**config.mk**
```make
export PLATFORM = sky130hd
export DESIGN_NAME = asic_gpio_ctrl
export DESIGN_NICKNAME = d
export VERILOG_FILES = /design/src/rtl/asic_gpio_ctrl.sv
export SDC_FILE = /design/constraint.sdc
export NUM_CORES = 1
export LEC_CHECK = 0
export ABC_AREA = 1
export CORE_ASPECT_RATIO = 0.9
export CORE_MARGIN = 2
export CORE_UTILIZATION = 58
export DETAILED_ROUTE_END_ITERATION = 12
export PLACE_DENSITY = 0.84
export SLEW_MARGIN = 15
export SYNTH_ARGS = -nofsm -noshare
export SYNTH_HDL_FRONTEND = slang
export SYNTH_SLANG_ARGS = --single-unit
```
**constraint.sdc**
```tcl
create_clock -name clk -period 2.83 [get_ports clk]
set_clock_uncertainty 0.2 [all_clocks]
set_input_delay 0.849 -clock clk [delete_from_list [all_inputs] [get_ports clk]]
set_output_delay 0.849 -clock clk [all_outputs]
set_load 0.05 [all_outputs]
```
**src/rtl/asic_gpio_ctrl.sv**
```systemverilog
// ---------------------------------------------------------------------------
// asic_gpio_ctrl
//
// Core-side GPIO controller for one padring side. Drives dout/oen/ie into the
// padring, synchronizes din coming back, detects edges on it and raises a
// level interrupt. Software access is a single-outstanding valid/ready
// register port.
//
// Ports:
//   clk, rst      core clock, synchronous active-high reset
//   req_*         register request (valid/ready, write, 3-bit index, wdata)
//   rsp_*         register response (valid/ready, rdata; 0 for writes)
//   pad_din       asynchronous data from pads
//   pad_dout      data to pads (DOUT register)
//   pad_oen       output enable, active low (OEN register)
//   pad_ie        input enable (IE register)
//   irq           registered level interrupt, |(IRQ_STATUS & IRQ_EN)
//
// Register map: 0 DOUT, 1 OEN, 2 IE, 3 DIN (ro), 4 IRQ_EN, 5 IRQ_EDGE
// (1=rising), 6 IRQ_STATUS (w1c), 7 reserved (reads 0, writes ignored).
// ---------------------------------------------------------------------------
module asic_gpio_ctrl #(
  parameter int unsigned NGPIO = 9
) (
  input  logic             clk,
  input  logic             rst,
  input  logic             req_valid,
  output logic             req_ready,
  input  logic             req_write,
  input  logic [2:0]       req_addr,
  input  logic [NGPIO-1:0] req_wdata,
  output logic             rsp_valid,
  input  logic             rsp_ready,
  output logic [NGPIO-1:0] rsp_rdata,
  input  logic [NGPIO-1:0] pad_din,
  output logic [NGPIO-1:0] pad_dout,
  output logic [NGPIO-1:0] pad_oen,
  output logic [NGPIO-1:0] pad_ie,
  output logic             irq
);

  typedef enum logic [2:0] {
    REG_DOUT       = 3'd0,
    REG_OEN        = 3'd1,
    REG_IE         = 3'd2,
    REG_DIN        = 3'd3,
    REG_IRQ_EN     = 3'd4,
    REG_IRQ_EDGE   = 3'd5,
    REG_IRQ_STATUS = 3'd6,
    REG_RSVD       = 3'd7
  } reg_idx_e;

  // Software-visible registers
  logic [NGPIO-1:0] dout_q,       dout_d;
  logic [NGPIO-1:0] oen_q,        oen_d;
  logic [NGPIO-1:0] ie_q,         ie_d;
  logic [NGPIO-1:0] irq_en_q,     irq_en_d;
  logic [NGPIO-1:0] irq_edge_q,   irq_edge_d;
  logic [NGPIO-1:0] irq_status_q, irq_status_d;

  // Input synchronizer / history and the matching IE pipeline
  logic [NGPIO-1:0] s1_q, s2_q, s3_q;
  logic [NGPIO-1:0] e1_q, e2_q, e3_q;

  // Response channel and interrupt
  logic             rsp_valid_q, rsp_valid_d;
  logic [NGPIO-1:0] rsp_rdata_q, rsp_rdata_d;
  logic             irq_q,       irq_d;

  reg_idx_e         addr;
  logic             accept;
  logic             wr;
  logic [NGPIO-1:0] rd_mux;
  logic [NGPIO-1:0] edge_event;
  logic [NGPIO-1:0] status_clr;

  assign addr      = reg_idx_e'(req_addr);
  assign req_ready = ~rsp_valid_q | rsp_ready;
  assign accept    = req_valid & req_ready;
  assign wr        = accept & req_write;

  assign pad_dout  = dout_q;
  assign pad_oen   = oen_q;
  assign pad_ie    = ie_q;
  assign rsp_valid = rsp_valid_q;
  assign rsp_rdata = rsp_rdata_q;
  assign irq       = irq_q;

  // Read mux, sampled on the accept edge; DIN returns the synchronized s2.
  always_comb begin
    rd_mux = '0;
    case (addr)
      REG_DOUT:       rd_mux = dout_q;
      REG_OEN:        rd_mux = oen_q;
      REG_IE:         rd_mux = ie_q;
      REG_DIN:        rd_mux = s2_q;
      REG_IRQ_EN:     rd_mux = irq_en_q;
      REG_IRQ_EDGE:   rd_mux = irq_edge_q;
      REG_IRQ_STATUS: rd_mux = irq_status_q;
      default:        rd_mux = '0;
    endcase
  end

  // An edge only counts once IE has been on for both compared samples, so
  // the masked-0 -> live-1 step seen when IE is first enabled is ignored.
  // Direction matches when the new level s2 equals the IRQ_EDGE bit.
  always_comb begin
    edge_event = e2_q & e3_q & (s2_q ^ s3_q) & ~(s2_q ^ irq_edge_q);
  end

  // Register next-state: writes land on the accept edge; status set beats
  // a same-cycle w1c clear because the event is OR-ed in after clearing.
  always_comb begin
    dout_d     = dout_q;
    oen_d      = oen_q;
    ie_d       = ie_q;
    irq_en_d   = irq_en_q;
    irq_edge_d = irq_edge_q;
    status_clr = '0;
    if (wr) begin
      case (addr)
        REG_DOUT:       dout_d     = req_wdata;
        REG_OEN:        oen_d      = req_wdata;
        REG_IE:         ie_d       = req_wdata;
        REG_IRQ_EN:     irq_en_d   = req_wdata;
        REG_IRQ_EDGE:   irq_edge_d = req_wdata;
        REG_IRQ_STATUS: status_clr = req_wdata;
        default:        ;
      endcase
    end
    irq_status_d = (irq_status_q & ~status_clr) | edge_event;
  end

  // Response channel: a new accept overwrites, otherwise hold until taken.
  always_comb begin
    rsp_valid_d = rsp_valid_q;
    rsp_rdata_d = rsp_rdata_q;
    if (accept) begin
      rsp_valid_d = 1'b1;
      rsp_rdata_d = req_write ? '0 : rd_mux;
    end else if (rsp_ready) begin
      rsp_valid_d = 1'b0;
    end
    irq_d = |(irq_status_q & irq_en_q);
  end

  always_ff @(posedge clk) begin
    if (rst) begin
      dout_q       <= '0;
      oen_q        <= '1;
      ie_q         <= '0;
      irq_en_q     <= '0;
      irq_edge_q   <= '0;
      irq_status_q <= '0;
      s1_q         <= '0;
      s2_q         <= '0;
      s3_q         <= '0;
      e1_q         <= '0;
      e2_q         <= '0;
      e3_q         <= '0;
      rsp_valid_q  <= 1'b0;
      rsp_rdata_q  <= '0;
      irq_q        <= 1'b0;
    end else begin
      dout_q       <= dout_d;
      oen_q        <= oen_d;
      ie_q         <= ie_d;
      irq_en_q     <= irq_en_d;
      irq_edge_q   <= irq_edge_d;
      irq_status_q <= irq_status_d;
      s1_q         <= pad_din & ie_q;
      s2_q         <= s1_q;
      s3_q         <= s2_q;
      e1_q         <= ie_q;
      e2_q         <= e1_q;
      e3_q         <= e2_q;
      rsp_valid_q  <= rsp_valid_d;
      rsp_rdata_q  <= rsp_rdata_d;
      irq_q        <= irq_d;
    end
  end

endmodule

```
==> results.sh <==
export IMPL_status="finished clean"
export IMPL_via_per_inst=5.65
export IMPL_die_h_um=89.7
export IMPL_drtPass1Iterations=6
export IMPL_critPathLaunchType="register"
export IMPL_drv_cap=0
export IMPL_vias=4556
export IMPL_gr_usage_met2=0.523
export IMPL_fin_crit_sh=0.994
export IMPL_worstPathCellList="clkdlybuf4s50_1"
export IMPL_holdWs_ns=0.200
export IMPL_grt_max_degree=84
export IMPL_synthTopCellsByArea="dfxtp_1, nor2_1, nand2_1, nand4_1, o21ai_0"
export IMPL_cts_root_buf="clkbuf_8"
export IMPL_synth_common_cells="dfxtp_1, nor2_1, nand2_1, inv_1, o21ai_0"
export IMPL_grt_first_pass_wirelength_mm=23.3
export IMPL_portBuffers=64
export IMPL_diodes=0
export IMPL_hp_class="register to register"
export IMPL_cts_buffers=17
export IMPL_cts_tree="done"
export IMPL_placed_area_um2=5460
export IMPL_period_needed_ns=2.81
export IMPL_path_class="register to output port"
export IMPL_cts_setup_buffers=0
export IMPL_slew_violations=0
export IMPL_synth_edff_count=0
export IMPL_slew_headroom=0.641
export IMPL_initial_core_util=0.592
export IMPL_nFillCells=599
export IMPL_drive_gt1_frac=0.0919
export IMPL_design_area_um2=6020
export IMPL_clkSlewWorstSetupHoldPaths_ns=0.06
export IMPL_synth_top_area_frac=0.503
export IMPL_leakage_nw=2.57
export IMPL_grt_util_met3=0.0731
export IMPL_ant_nets=0
export IMPL_path_buf_inv=1
export IMPL_core_um2=7990
export IMPL_synthDistinctLibCells=25
export IMPL_critical_path_top_delay_family="buffers and inverters"
export IMPL_ir_drop_mv=0.410
export IMPL_syn_inst=628
export IMPL_synth_ff_type="dfxtp_1"
export IMPL_routed_wl_mm=14.2
export IMPL_die_area_um2=8900
export IMPL_utilization=0.754
export IMPL_fmax_mhz=355
export IMPL_place_hpwl_mm=9.52
export IMPL_power_density_nw_per_um2=664
export IMPL_h_tree_depth=4
export IMPL_gr_usage_met1=0.442
export IMPL_ios=65
export IMPL_row_count=31
export IMPL_crit_required_ns=1.78
export IMPL_drtIter0Drc=539
export IMPL_syn_num_nets=654
export IMPL_die_w_um=99.2
export IMPL_synthArstFlopShare=0
export IMPL_cts_buffer_depth=2
export IMPL_yosysSeqAreaShare=0.503
export IMPL_setup_viol_count_final=0
export IMPL_yosys_warnings=0
export IMPL_syn_area_um2=4730
export IMPL_yosysTopAreaCell="dfxtp_1"
export IMPL_cp_arrival_ns=1.76
export IMPL_rsz0062_at_grt="no"
export IMPL_avgRoutedWirePerCell_um=17.6
export IMPL_synthToLayoutAreaGrowth_pct=27.2
export IMPL_antenna_found_initial=0
export IMPL_syn_avg_cell_area_um2=7.54
export IMPL_final_setup_tns_ns=0
export IMPL_synth_seq_cells=119
export IMPL_hold_violations=0
export IMPL_clock_sinks=119
export IMPL_gp_congestion=0.902
export IMPL_crit_slowest_cell="clkdlybuf4s50_1"
export IMPL_slowest_delay_ns=0.83
export IMPL_final_nets=720
export IMPL_first_global_vias=4605
export IMPL_clk_latency_ns=0.53
export IMPL_yosysMostFrequentCell="dfxtp_1"
export IMPL_grt_overflow=0
export IMPL_worst_pin_slew_ns=0.536
export IMPL_drc_errors=0
export IMPL_endpoint_kind="output port"
export IMPL_busiest_layer="met2"
export IMPL_grt_usage=0.336
export IMPL_path_max_fanout=3
final cells by class:
cell class / count / area (µm²) / area share
Inverter: 72 / 273 / 0.0453
Clock buffer: 18 / 428 / 0.0711
Tap cell: 99 / 124 / 0.0206
Multi-Input combinational cell: 404 / 1890 / 0.314
Timing Repair Buffer: 80 / 793 / 0.132
Clock inverter: 14 / 128 / 0.0212
Sequential cell: 119 / 2380 / 0.396
worst min-delay path, delay by kind of cell, from the launching register on:
| family | cells | cell delay (ns) |
|---|---|---|
| buffers and inverters | 1 | 0.04 |
| DFF | 1 | 0.29 |
| and+or+nand+nor | 1 | 0.03 |
through the flow:
step | total power, mW | worst slack (ns) | std cells
global placement | 2.03 | 0.170 | 774
CTS | 3.99 | 0.00195 | 806
detailed placement | 2.03 | 0.118 | 774
floorplan | 1.91 | 0.658 | 628
global route | 4.10 | 0.0000847 | 806
finish | 4.00 | 0.0166 | 806
cell families (layout without fill, tap and decap cells):
logic type	Yosys count	after routing	synth area share
AOI/OAI and AO/OA	104	104	0.112
buffers and inverters	105	184	0.0967
DFF	119	119	0.503
and+or+nand+nor	300	300	0.288
state kept, by name (all words and copies together) (netlist names):
register and flops:
pad_dout 9, s1_q 9, irq_edge_q 9, rsp_valid 1
e3_q 9, e2_q 9, irq 1, s3_q 9
irq_status_q 9, rsp_rdata 9, pad_oen 9, irq_en_q 9
e1_q 9, pad_ie 9, s2_q 9
path summary, 6_finish.rpt:
kind	from	to	slack, ns	cells after the start
worst max-delay path	pad_dout[3]$_SDFFE_PP0P_	pad_dout[3]	0.02	1
worst min-delay path	s1_q[4]$_SDFF_PP0_	s2_q[4]$_SDFF_PP0_	0.20	2
worst max register to register	rsp_valid$_SDFFE_PP0P_	irq_en_q[3]$_SDFFE_PP0P_	1.01	8
worst min register to register	s1_q[4]$_SDFF_PP0_	s2_q[4]$_SDFF_PP0_	0.20	2
power breakdown:
part | internal (mW) | switching [mW]
sequential | 1.70 | 0.0169
combinational | 0.0948 | 0.196
clock | 1.19 | 0.804
total | 2.98 | 1.02
routing by layer:
metal | routed length, µm | up-vias
li1 | - | 2167
met1 | 5670 | 2082
met2 | 6650 | 262
met3 | 1360 | 45
met4 | 529 | 0
met5 | 0 | -
repair_timing:
action | 4_1_cts | 5_1_grt
resized for setup | 6 | 4
hold buffers | 0 | 0
endpoints found under the setup margin | 6 | 4
layout by cell type (no fill, tap or decap), types with 4 or more instances in the layout:
cell / instances
nand4_1: 45
nand3_1: 28
nor2_1: 118
o21ai_0: 51
dlymetal6s2s_1: 4
clkdlybuf4s50_1: 52
buf_4: 14
clkbuf_16: 16
inv_1: 67
clkinv_4: 4
clkinvlp_4: 4
a21oi_1: 48
nand2_1: 96
dlygate4sd2_1: 6
dfxtp_1: 119
Note: power is estimated with default switching activity, not from simulation.
